===== src/rtl/decoder_nx_scan.sv =====
// ---------------------------------------------------------------------------
// decoder_nx_scan
//   N-to-2**N one-hot decoder with two operating modes:
//     direct decode : result follows the last loaded select value.
//     auto-scan     : the asserted bit walks 0..OUT_W-1, holding each index
//                     for (dwell+1) clock cycles, and wraps back to 0.
//   All outputs are registered. There is no combinational path from any
//   input to any output.
//
// Parameters
//   N          select width
//   OUT_W      output width (derived as 2**N, do not override)
//   DWELL_W    width of the scan dwell count
//   ACTIVE_LOW 1 = result bits are active-low
//
// Ports
//   clk        rising-edge clock
//   rst_n      asynchronous active-low reset
//   en         block enable; 0 returns the block to IDLE
//   mode       0 = direct decode, 1 = auto-scan
//   in         select value, loaded when in_valid = 1
//   in_valid   load strobe for in
//   dwell      scan step period minus 1, in clk cycles
//   result     one-hot decode of idx (polarity set by ACTIVE_LOW)
//   idx        index of the asserted result bit
//   out_valid  high while result carries a decoded value
//   wrap       one-cycle pulse when the scan index wraps OUT_W-1 -> 0
// ---------------------------------------------------------------------------
module decoder_nx_scan #(
   parameter int N          = 2,
   parameter int OUT_W      = 2**N,
   parameter int DWELL_W    = 8,
   parameter bit ACTIVE_LOW = 1'b0
) (
   input  logic               clk,
   input  logic               rst_n,
   input  logic               en,
   input  logic               mode,
   input  logic [N-1:0]       in,
   input  logic               in_valid,
   input  logic [DWELL_W-1:0] dwell,
   output logic [OUT_W-1:0]   result,
   output logic [N-1:0]       idx,
   output logic               out_valid,
   output logic               wrap
);

   typedef enum logic [1:0] {
      IDLE   = 2'd0,
      DIRECT = 2'd1,
      SCAN   = 2'd2
   } state_t;

   // Value of result when no bit is asserted.
   localparam logic [OUT_W-1:0] RESULT_OFF = {OUT_W{ACTIVE_LOW}};

   state_t             state;
   logic [DWELL_W-1:0] dwell_cnt;
   logic [N-1:0]       idx_inc;

   // N-bit addition wraps OUT_W-1 -> 0 on its own since OUT_W = 2**N.
   assign idx_inc = idx + 1'b1;

   // One-hot encode with output polarity applied.
   function automatic logic [OUT_W-1:0] encode(input logic [N-1:0] sel);
      logic [OUT_W-1:0] onehot;
      onehot      = '0;
      onehot[sel] = 1'b1;
      return ACTIVE_LOW ? ~onehot : onehot;
   endfunction

   always_ff @(posedge clk or negedge rst_n) begin
      if (!rst_n) begin
         state     <= IDLE;
         result    <= RESULT_OFF;
         idx       <= '0;
         out_valid <= 1'b0;
         wrap      <= 1'b0;
         dwell_cnt <= '0;
      end else begin
         // wrap is a single-cycle pulse; only the scan advance raises it.
         wrap <= 1'b0;

         if (!en) begin
            // Disable wins over every other input in the same cycle; idx
            // keeps its last value so software can still read it.
            state     <= IDLE;
            result    <= RESULT_OFF;
            out_valid <= 1'b0;
         end else begin
            case (state)
               IDLE: begin
                  if (mode) begin
                     state     <= SCAN;
                     idx       <= '0;
                     result    <= encode('0);
                     dwell_cnt <= dwell;
                     out_valid <= 1'b1;
                  end else if (in_valid) begin
                     state     <= DIRECT;
                     idx       <= in;
                     result    <= encode(in);
                     out_valid <= 1'b1;
                  end
               end

               DIRECT: begin
                  if (mode) begin
                     state     <= SCAN;
                     idx       <= '0;
                     result    <= encode('0);
                     dwell_cnt <= dwell;
                  end else if (in_valid) begin
                     idx    <= in;
                     result <= encode(in);
                  end
               end

               SCAN: begin
                  if (!mode) begin
                     // Leaving scan keeps the current position unless a new
                     // select arrives in the same cycle.
                     state <= DIRECT;
                     if (in_valid) begin
                        idx    <= in;
                        result <= encode(in);
                     end
                  end else if (dwell_cnt == '0) begin
                     // The period of the next step uses dwell as sampled now.
                     idx       <= idx_inc;
                     result    <= encode(idx_inc);
                     dwell_cnt <= dwell;
                     wrap      <= &idx;
                  end else begin
                     dwell_cnt <= dwell_cnt - 1'b1;
                  end
               end

               default: begin
                  state     <= IDLE;
                  result    <= RESULT_OFF;
                  out_valid <= 1'b0;
               end
            endcase
         end
      end
   end

endmodule


===== config.mk =====
export PLATFORM = sky130hd
export DESIGN_NAME = decoder_nx_scan
export DESIGN_NICKNAME = d
export VERILOG_FILES = /design/src/rtl/decoder_nx_scan.sv
export SDC_FILE = /design/constraint.sdc
export NUM_CORES = 1
export LEC_CHECK = 0
export CORE_ASPECT_RATIO = 0.6
export CORE_UTILIZATION = 44
export CTS_BUF_LIST = sky130_fd_sc_hd__clkbuf_4
export DETAILED_ROUTE_END_ITERATION = 8
export PLACE_DENSITY = 0.74
export SLEW_MARGIN = 15
export SYNTH_ARGS = -nofsm -noshare
export SYNTH_HDL_FRONTEND = slang
export SYNTH_SLANG_ARGS = --single-unit
export TNS_END_PERCENT = 30

===== constraint.sdc =====
create_clock -name clk -period 2.5 [get_ports clk]
set_clock_uncertainty 0.2 [all_clocks]
set_input_delay 0.375 -clock clk [delete_from_list [all_inputs] [get_ports clk]]
set_output_delay 0.375 -clock clk [all_outputs]
set_load 0.02 [all_outputs]

After elaboration in Yosys (flattened, before gate mapping)
Cells that the tools add are included.
- multiply operators: 0
- reductions and logical operators: 12
- muxes and demuxes: 33
- bitwise operators: 0
- eq/ne operators: 10
- shift-type cells: 0
- divide/modulo/power cells: 0
- add/subtract/negate cells: 2
- $lt $le $gt $ge: 4
- operators by type and width (operator ; count):
    8-bit 2-to-1 mux ; 3
    4-bit 2-to-1 mux ; 5
    2-bit 2-to-1 mux ; 9
    8-bit one-hot mux with 2 select lines ; 1
    1-bit 2-to-1 mux ; 9
    3-bit inequality test, second input constant ; 3
    8-bit zero test ; 1
    4-bit inequality test, second input constant ; 2
    4-bit one-hot mux with 2 select lines ; 1
    8-bit by 1-bit subtractor with 8-bit output, second input constant ; 1
    2-bit by 3-bit < comparator with 1-bit output, second input constant ; 2
    2-bit one-hot mux with 3 select lines ; 1
    3-bit AND reduction ; 2
    1-bit demux with 2-bit select ; 2
    2-bit by 1-bit greater-or-equal comparator with 1-bit output, second input constant ; 2
    2-bit inequality test, second input constant ; 2
    2-bit one-hot mux with 2 select lines ; 1
    2-bit AND reduction ; 2
    4-bit AND reduction ; 1
    2-bit OR reduction ; 2
    2-bit by 1-bit adder with 2-bit output, second input constant ; 1
    2-bit by 1-bit == test with 1-bit output, second input constant ; 1
    2-bit == test, second input constant ; 1
    1-bit logical AND ; 2
    4 further kinds ; 4
- latch bits: 0
- word-level logic and storage cells: 67
- memory bits (read-only): 0
- memories: 0
- flip-flop bits (word level): 18
- bits of input ports: 15
- RAM bits: 0

Depth between registers and ports, before layout
- depth after elaboration: 9
- gate-level depth with buffers: 7
- depth with buffers taken out: 6

Worst setup path before layout
Ideal clock, no wire load.
- path kind: register to register
- start point: register state[0]
- end point: register dwell_cnt[3]
- arrival time: 1.710 ns
- data required time: 2.221 ns
- buffers on the path: 1
- setup slack: 0.510 ns
- library setup time: 0.079 ns
- stages on the path, launching flop included: 8
- path through: dfrtp_1 > inv_1 > ha_1 > nor3_1 > o21a_1 > clkbuf_1 > o31a_1 > a2bb2oi_1
- longest elaborated chain between the ends: 4
- elaborated cells on any way between the ends: 9
- ends and longest elaborated chain (item ; line ; RTL):
    from (decl) ; 57 ; state_t state;
    from (signal assigned) ; 74 ; state <= IDLE;
    from (signal assigned) ; 87 ; state <= IDLE;
    from (signal assigned) ; 94 ; state <= SCAN;
    2-bit by 1-bit == test with 1-bit output / 2-bit zero test (equally long branches) ; 91 ; case (state)
    2-bit OR reduction (no source line) ; -- ;
    2-bit by 1-bit inequality test with 1-bit output (no source line) / 2-bit nonzero test (equally long branches) ; -- ;
    4-bit AND reduction (no source line) ; -- ;
    to (signal assigned) ; 97 ; dwell_cnt <= dwell;
    to (signal assigned) ; 112 ; dwell_cnt <= dwell;
    to (signal assigned) ; 132 ; dwell_cnt <= dwell;
    to (decl) ; 58 ; logic [DWELL_W-1:0] dwell_cnt;
Several ways; a longest one is shown, not always the timed one.
A chain may end at the register's enable or synchronous reset.

Worst setup path after layout
- start point: register state[0]
- end point: register dwell_cnt[0]
The elaborated chain is that of the path after synthesis.

==> metrics <==
startpoint types flop; final setup TNS 0 ns; critical path data arrival time 2.28 ns; power per cell area 965 mW/mm²; Pre-Repair DR Iteration Count 6; Reg area 450 µm²; Sw Ratio 0.457; Clock Power Share 0.104; aggregate routed wire length 3170 µm; CP startpoint state[0]$_DFFE_PN0P_; H-Tree Level Count 1; Area Growth Syn to Fin 25.6%; cell count after synthesis 139; Crit-path slowest cell o21ai_1; # fillers 243; Critical Path Fanout Max 8; number of DRC markers in iteration 0 104; post-synthesis instance area 0.00124 mm²; clock sinks 18; Async S/R FF share, synth 1.00; first-pass GRT wire length 5430 µm; Setup CP Type flop to flop; Finished Core Util 0.601; total power 1500 µW; origin of the critical flop-to-flop path state[0]$_DFFE_PN0P_; Slew Limit Fails 0; Post-CTS Setup Bufs 0; final instance area 0.00156 mm²; max-cap violations 0; Worst path top cell family by delay compound AO/OA/AOI/OAI gates; CTS tree yes; Crit path required time 2.50 ns; Initial Util 0.479; vias per cell 6.08; #FFs+latches synth 18; input/output buffers 22; Critical Path Sink Type flop; critical path cell sequence inv_1, ha_1, nor3_2, o21ai_1, nor2_1, a221o_1; Hold Fails Final Rpt 0; critical path depth in cells 6; Crit path largest cell delay 0.53 ns; n_diodes 0; Die Wd 70.6 µm; GRT Total Usage 0.235; share of cells above drive strength 1 0.0964; Comb pwr share 0.532; Layout Nets 192; syn_nets 164; multi-input logic area 736 µm²; P_int 817 µW; Bufs and invs on worst path 1; Die Area 0.00304 mm²; cells on worst reg2reg path 6; vias in the first global route 1,122; antenna-violating nets left 0; pin count of the biggest net entering global routing 19; placed cell count 194; post-cts hold buffer count 0; worst-case vdd ir drop 525 µV; worst-skew pair later-pin latency 0.30 ns; fin cells 198; Final min period 2.29 ns; placer congestion estimate 0.917; area of the core 0.00259 mm²; Std-Cell Rows 14; grt ovf 0; initial antenna violation count 0; root buffer cell clkbuf_4; outcome finished, violations left; Seq pwr share 0.365; Leak 0.000655 µW; Seq/Total Area, Yosys 0.363; HPWL after DPL 2370 µm; max_slew headroom 0.569; Synth cell types 37; Hold Crit Class primary input to asynchronous set/reset pin; number of synthesized flops with an enable pin 0; Mean Syn Cell Area 8.93 µm²; DR vias 1,204; Boundary Pins 23; Die Y-Extent 43.1 µm; Ys Warns 0; DRC errors left 4; final setup vio count 0; fmax 437 MHz; RSZ-0062 raised after global routing no; Wirelength per Cell 16.0 µm; Net Sw Power 687 µW; Inserted Clock Buffers 3; main flop type after synthesis dfrtp_1; Placed Area 0.00153 mm²; failing checks DRC; deepest clock path buffer count 2; # resized after CTS 0; Worst-Margin Slew 0.643 ns; register clock-pin slew on the reported worst setup and hold paths 0.11 ns; Final period util 0.914
worst paths after layout:
path | endpoint | slack (ns)
setup / recovery | dwell_cnt[0]$_DFFE_PN0P_ | 0.21
hold reg to reg | result[0]$_DFFE_PN0P_ | 0.33
max in group asynchronous | dwell_cnt[1]$_DFFE_PN0P_ | 1.71
setup reg to reg | dwell_cnt[0]$_DFFE_PN0P_ | 0.21
min in group clk | result[0]$_DFFE_PN0P_ | 0.33
hold / removal | idx[1]$_DFFE_PN0P_ | 0.19
placed cells by master, fill, tap and decap left out, types with 3 or more instances in the layout:
master | Yosys | layout
inv_1 | 11 | 11
and3_1 | 4 | 4
o2bb2ai_1 | 4 | 4
nand3_1 | 5 | 5
clkdlybuf4s50_1 | 0 | 22
ha_1 | 10 | 10
nand4_1 | 4 | 4
nand2_1 | 7 | 7
buf_4 | 0 | 6
clkbuf_4 | 0 | 3
nor3_1 | 4 | 3
nand2b_1 | 4 | 4
a21oi_1 | 8 | 8
o21ai_0 | 12 | 12
dfrtp_1 | 18 | 18
a2bb2oi_1 | 5 | 5
nor2_1 | 10 | 10
power groups by stage:
stage	clock network, µW	registers [µW]	logic, µW
after floorplan	0	552	506
after global placement	0	540	760
after detailed placement	0	550	781
after CTS	160	543	786
after global routing	174	566	883
final	156	548	800
sequential cells by signal (all words and copies together) (netlist names):
name       cells
dwell_cnt      8
state          2
idx            2
out_valid      1
result         4
wrap           1
worst register-to-register path: stages, from the launching register on:
cell     delay [ns]
dfrtp_1        0.44
inv_1          0.14
ha_1           0.34
nor3_2         0.12
o21ai_1        0.53
nor2_1         0.11
a221o_1        0.30
layer usage:
metal  GRT usage  routed length, µm
met5           0                  0
met4      0.0640                 36
met3      0.0618                226
met2       0.336               1350
met1       0.349               1560
through the flow:
step	hold WS, ns	setup WS (ns)
2_1_floorplan	-0.121	0.510
3_3_place_gp	0.300	0.295
3_5_place_dp	0.306	0.203
4_1_cts	0.196	0.203
5_1_grt	0.196	0.0597
6_report	0.190	0.214
Yosys cell counts, types with 2 or more instances:
cell type  number  share of area
a31oi_1         2          0.010
clkbuf_1        5          0.015
nand2_1         7          0.021
o31a_1          2          0.014
dfrtp_1        18           0.36
nor2_1         10          0.030
nand4_1         4          0.020
nor3_1          4          0.016
a221oi_1        2          0.014
inv_1          11          0.033
and3_1          4          0.020
nand3_1         5          0.020
nor4_1          2          0.010
nor2b_1         2          0.010
o22ai_1         2          0.010
a2bb2oi_1       5          0.035
a21oi_1         8          0.032
nand2b_1        4          0.020
o21ai_0        12          0.048
ha_1           10           0.10
o2bb2ai_1       4          0.028
logic make-up (layout without fill, tap and decap cells):
group,count (synthesis),count (layout),synth area share
AO/OA/AOI/OAI,45,45,0.252
adder cells (fa/ha/maj),10,10,0.101
buffers and inverters,16,43,0.0484
flip-flops,18,18,0.363
multiplexers,2,2,0.0171
AND/OR/NAND/NOR,48,48,0.219
final cells by class:
type | count | area share
Clock inverter | 1 | 0.00241
Tap cell | 32 | 0.0257
Inverter | 11 | 0.0265
Timing Repair Buffer | 28 | 0.170
Sequential cell | 18 | 0.289
Multi-Input combinational cell | 105 | 0.472
Clock buffer | 3 | 0.0144
(Power assumes the default switching activity.)
